$ cat src/rtl/pcl.sv
// Program counter low byte: PCL source select, +1 increment, PCL register,
// pending carry into the high stage and ADL/DB bus drivers.
module pcl #(
  parameter logic [7:0] RESET_PCL = 8'h00
) (
  input  logic       i_clk,
  input  logic       i_reset_n,
  input  logic       i_pcl_pcl,
  input  logic       i_adl_pcl,
  input  logic [7:0] i_adl,
  input  logic       i_i_pc,
  input  logic       i_pch_update,
  input  logic       i_pcl_adl,
  input  logic       i_pcl_db,
  output logic [7:0] o_pcl,
  output logic       o_pclc,
  output logic [7:0] o_adl,
  output logic [7:0] o_db
);

  localparam int unsigned W = 8;

  logic [W-1:0] r_pcl;
  logic         carry;
  logic [W-1:0] pcls;
  logic [W:0]   sum;
  logic [W-1:0] next_pcl;
  logic         wrap;

  // Source select: current PCL has priority over ADL; neither selects zero.
  always_comb begin
    pcls = '0;
    if (i_pcl_pcl) begin
      pcls = r_pcl;
    end else if (i_adl_pcl) begin
      pcls = i_adl;
    end
  end

  always_comb begin
    sum      = {1'b0, pcls} + (W+1)'(i_i_pc);
    next_pcl = sum[W-1:0];
    wrap     = sum[W];
  end

  // A wrap on the same edge the high stage consumes the old carry leaves a new one pending.
  always_ff @(posedge i_clk or negedge i_reset_n) begin
    if (!i_reset_n) begin
      r_pcl <= RESET_PCL;
      carry <= 1'b0;
    end else begin
      r_pcl <= next_pcl;
      if (wrap) begin
        carry <= 1'b1;
      end else if (i_pch_update) begin
        carry <= 1'b0;
      end
    end
  end

  assign o_pcl  = r_pcl;
  assign o_pclc = carry;
  assign o_adl  = i_pcl_adl ? r_pcl : 8'h00;
  assign o_db   = i_pcl_db  ? r_pcl : 8'h00;

endmodule

$ cat config.mk
export PLATFORM = sky130hd
export DESIGN_NAME = pcl
export DESIGN_NICKNAME = d
export VERILOG_FILES = /design/src/rtl/pcl.sv
export SDC_FILE = /design/constraint.sdc
export NUM_CORES = 1
export LEC_CHECK = 0
export ABC_AREA = 1
export BUFFER_PORTS_ARGS = -buffer_cell sky130_fd_sc_hd__buf_2
export CAP_MARGIN = 40
export CORE_UTILIZATION = 39
export CTS_BUF_LIST = sky130_fd_sc_hd__clkbuf_8
export CTS_CLUSTER_SIZE = 40
export DETAILED_ROUTE_END_ITERATION = 10
export PLACE_DENSITY_LB_ADDON = 0.12
export RECOVER_POWER = 25
export SLEW_MARGIN = 5
export SYNTH_ARGS = -nofsm -noshare
export SYNTH_HDL_FRONTEND = slang
export SYNTH_SLANG_ARGS = --single-unit
$ cat constraint.sdc
create_clock -name i_clk -period 1.7 [get_ports i_clk]
set_input_delay 0 -clock i_clk [delete_from_list [all_inputs] [get_ports i_clk]]
set_output_delay 0 -clock i_clk [all_outputs]
set_load 0.05 [all_outputs]
==> results.md <==
* Cell taking the most area after synthesis: dfrtp_1
* Total wire length at 1.697 mm
* Grt ovf at 0
* Crit end category: flop
* Highest metal used: met4
* Fin crit share at between 70% and 80%
* Full die area at roughly 2000 um^2
* Slowest stage delay, CP at around 0.42 ns
* Sequential share of power at 29.4%
* Starting DRT DRC Count at 24
* # port buffers at 40
* Clk pin slew, worst setup/hold paths at 0.05 ns
* Simple-Gate Fraction of Synth Area at 42.30%
* DR WL met3 at around 160 um
* Multiplexer share of the synthesized area at 0%
* Final TNS setup at 0 ns
* Ys async rst share at 100.0%
* Max Fclk at 0.7520 GHz
* Syn avg cell area at slightly below 7 um^2
* Fraction of layout cells with a size suffix above 1 at between 30% and 40%
* Max VDD drop at around 510 uV
* Die Height at 44.58 um
* Fin crit period at 1.330 ns
* Slowest-stage cell, CP: dfrtp_1
* Synthesized area at 706.9 um^2
* Worst skew pair latency at roughly 0.24 ns
* Sequential area share after synthesis at 31.86%
* Hold path start: i_i_pc
* YS warnings at 0
* Antenna violations before repair at 0
* Comb pwr share at around 43%
* Final setup fails at 0
* Net Sw Power at 412.5 uW
* Largest net degree at the start of global routing at 11
* Post-synth top area share at 31.86%
* Post-synthesis compound-gate area fraction at ~1.2%
* Adder-cell area share of the yosys netlist at 3.540%
* Met2 routed wirelength at approximately 760 um
* Row count at 15
* Switching portion of total power at 45.81%
* Main combinational cell family by area after synthesis: simple AND/OR/NAND/NOR gates
* Area contributors post-synth: dfrtp_1 32%, nand2_1 22%, inv_1 11%, nand2_2 5.3%, nand3_1 4.2%
* Max FO, Critical Path at 6
* Max cap viols at 0
* Final Hold Viols at 0
* Clk_skew at ~0.0029 ns
* Worst Hold End: o_pcl[0]$_DFF_PN0_
* Synthesized Nets at 121
* Crit Path Class: reg -> reg
* Drt wl/cell at between 9 and 10 um
* P&R area growth vs syn at 38.94%
* First-pass GRT wire length at 2.615 mm
* DRT met1 WL at 733 um
* ANT cells at 0
* DRC viols at 0
* Cell Chain, Critical Path: a22o_1 -> ha_1 -> nand2_4 -> nor2_8 -> xor2_2
* Count of cell types in the netlist at 19
* Vias in the first global route at roughly 620
* Main flop type after synthesis: dfrtp_1
* Hold Path Stages at 2
* RSZ-0062 raised after global routing: no
* CP startpoint kind: flop
* CORE AREA at 1708 um^2
* Xor-xnor portion of the synthesized cell area at 6.018%
* Max-slew violation count at 0
* Via density at 4.339
* Clock Tree Buf Depth at 2
* CTS tree: done
* Antenna Violating Nets Remaining at 0
* Setup Buffers After CTS at 0
* Post-DP HPWL at between 1 and 1.5 mm
* DR pass1 iterations at 4
* Gr usage total at 18.67%
* Most instantiated cells after synthesis: 41 x nand2_1, 21 x inv_1, 9 x dfrtp_1, 6 x nand2_2, 6 x nand3_1
* R2R Setup Slk at roughly 0.37 ns
* H-tree Lvls at 1
* I/O Pins at around 40
* Crit path DAT at roughly 1.5 ns
* #FFs+latches synth at 9
* Num CTS Buffers at 3
* Clk root buf: clkbuf_8
* Register area at between 200 and 250 um^2
* Reg2Reg Launch Point: o_pcl[0]$_DFF_PN0_
* Area occupied by multi-input gates at roughly 380 um^2
* Non-filler cells, final at 171
* Clock Power Share at 28.2%
* Syn Inst Count at just over 100
* Cells after DPL at approximately 170
* P_leak at 0.0007060 uW
* Worst path buffer plus inverter count at 0
* Initial Util at 41.39%
* CP delay by family, top: flip-flops
* Hold crit path type: in -> reg
* Pint at 488.0 uW
* Pwr dens at around 920 nW/um^2
* Required time worst endpoint at approximately 1.8 ns
* GPL Wtd Cong at between 0.7 and 0.8
* RR Endpoint: o_pcl[4]$_DFF_PN0_
* Count leader, synth: nand2_1
* CTS sink count at 9
* Die width at 44.58 um
* Vias at between 700 and 800
* Post-synth EDFFs at 0
* Reg2reg path depth at 5
* Max_slew headroom at about three fifths
* Least-Margin Pin Slew at 0.5853 ns
* Final #Nets at 165
* Outcome: complete, no violations
* Fillers at 168
per-stage QoR:
stage	utilization [%]	cell area, um^2	total power (uW)	setup WS [ns]	hold WS [ns]
floorplan	-	706.9	556.4	0.1605	-0.2956
global placement	53.85	919.6	643.8	0.4411	-0.1347
detailed placement	53.85	919.6	648.4	0.3798	-0.1334
CTS	57.66	984.7	903.1	0.3680	0.02682
global route	57.51	982.2	943.2	0.2743	0.04458
finish	57.51	982.2	900.5	0.3702	0.02403
kinds of logic after synthesis:
group,Yosys count
XOR/XNOR,4
flip-flops,9
AO/OA/AOI/OAI,1
adder cells (fa/ha/maj),2
AND/OR/NAND/NOR,62
buffers and inverters,25
layout make-up:
class                      count  share of cell area (%)
clock buffer                   3                   4.204
inverter                      22                   8.917
multi-input combinational     69                   38.22
sequential                     9                   22.93
tap                           25                   3.185
clock inverter                 1                  0.3822
timing repair buffer          42                   22.17
layout by cell type, fill, tap and decap left out:
cell type | synthesis | layout
xor2_2 | 1 | 1
xor2_1 | 2 | 2
nand2_1 | 41 | 41
inv_1 | 21 | 22
nor2_2 | 1 | 1
nand2_2 | 6 | 6
nor2_1 | 2 | 2
clkbuf_1 | 2 | 2
dlygate4sd3_1 | 0 | 2
nand2_4 | 1 | 1
a22o_1 | 1 | 1
inv_6 | 1 | 1
nand3_2 | 1 | 1
ha_1 | 2 | 2
clkbuf_8 | 0 | 3
dfrtp_1 | 9 | 9
nand3b_1 | 3 | 3
nand3_1 | 6 | 6
xnor2_1 | 1 | 1
buf_2 | 0 | 38
nor2_8 | 1 | 1
routing by layer:
metal	vias up	global-route usage, %
li1	384	-
met5	-	0
met4	0	12.73
met3	5	3.673
met2	38	30.59
met1	315	21.80
how the worst max path moves through the flow:
stage                             startpoint                 end  slack [ns]  cells past startpoint
after floorplan           o_pcl[0]$_DFF_PN0_  o_pcl[5]$_DFF_PN0_        0.16                      7
after global placement    o_pcl[0]$_DFF_PN0_  o_pcl[4]$_DFF_PN0_        0.44                      5
after detailed placement  o_pcl[0]$_DFF_PN0_  o_pcl[4]$_DFF_PN0_        0.38                      5
after CTS                 o_pcl[0]$_DFF_PN0_  o_pcl[6]$_DFF_PN0_        0.37                      7
after global routing      o_pcl[0]$_DFF_PN0_  o_pcl[7]$_DFF_PN0_        0.27                      7
final                     o_pcl[0]$_DFF_PN0_  o_pcl[4]$_DFF_PN0_        0.37                      5
timing repair:
item / in CTS / in global routing
gates resized for setup: 0 / 0
endpoints found under the hold margin: 10 / 0
hold buffers: 2 / 0
worst reg2reg max path: cells and delay by family (launching register included):
kind,cells,cell delay (ns)
compound gates,1,0.27
flops,1,0.42
simple gates,2,0.17
xor+xnor,1,0.13
fa+ha+maj,1,0.22
power groups by stage:
stage | sequential [uW] | combinational (uW) | clock [uW]
5_1_grt | 270 | 411 | 262
2_1_floorplan | 347 | 209 | 0
3_5_place_dp | 267 | 381 | 0
3_3_place_gp | 264 | 380 | 0
4_1_cts | 264 | 386 | 253
6_report | 264 | 383 | 253
state kept, by name, indices dropped and copies added, names as in the netlist:
name and count:
o_pcl 8, o_pclc 1
(Power assumes the default switching activity.)
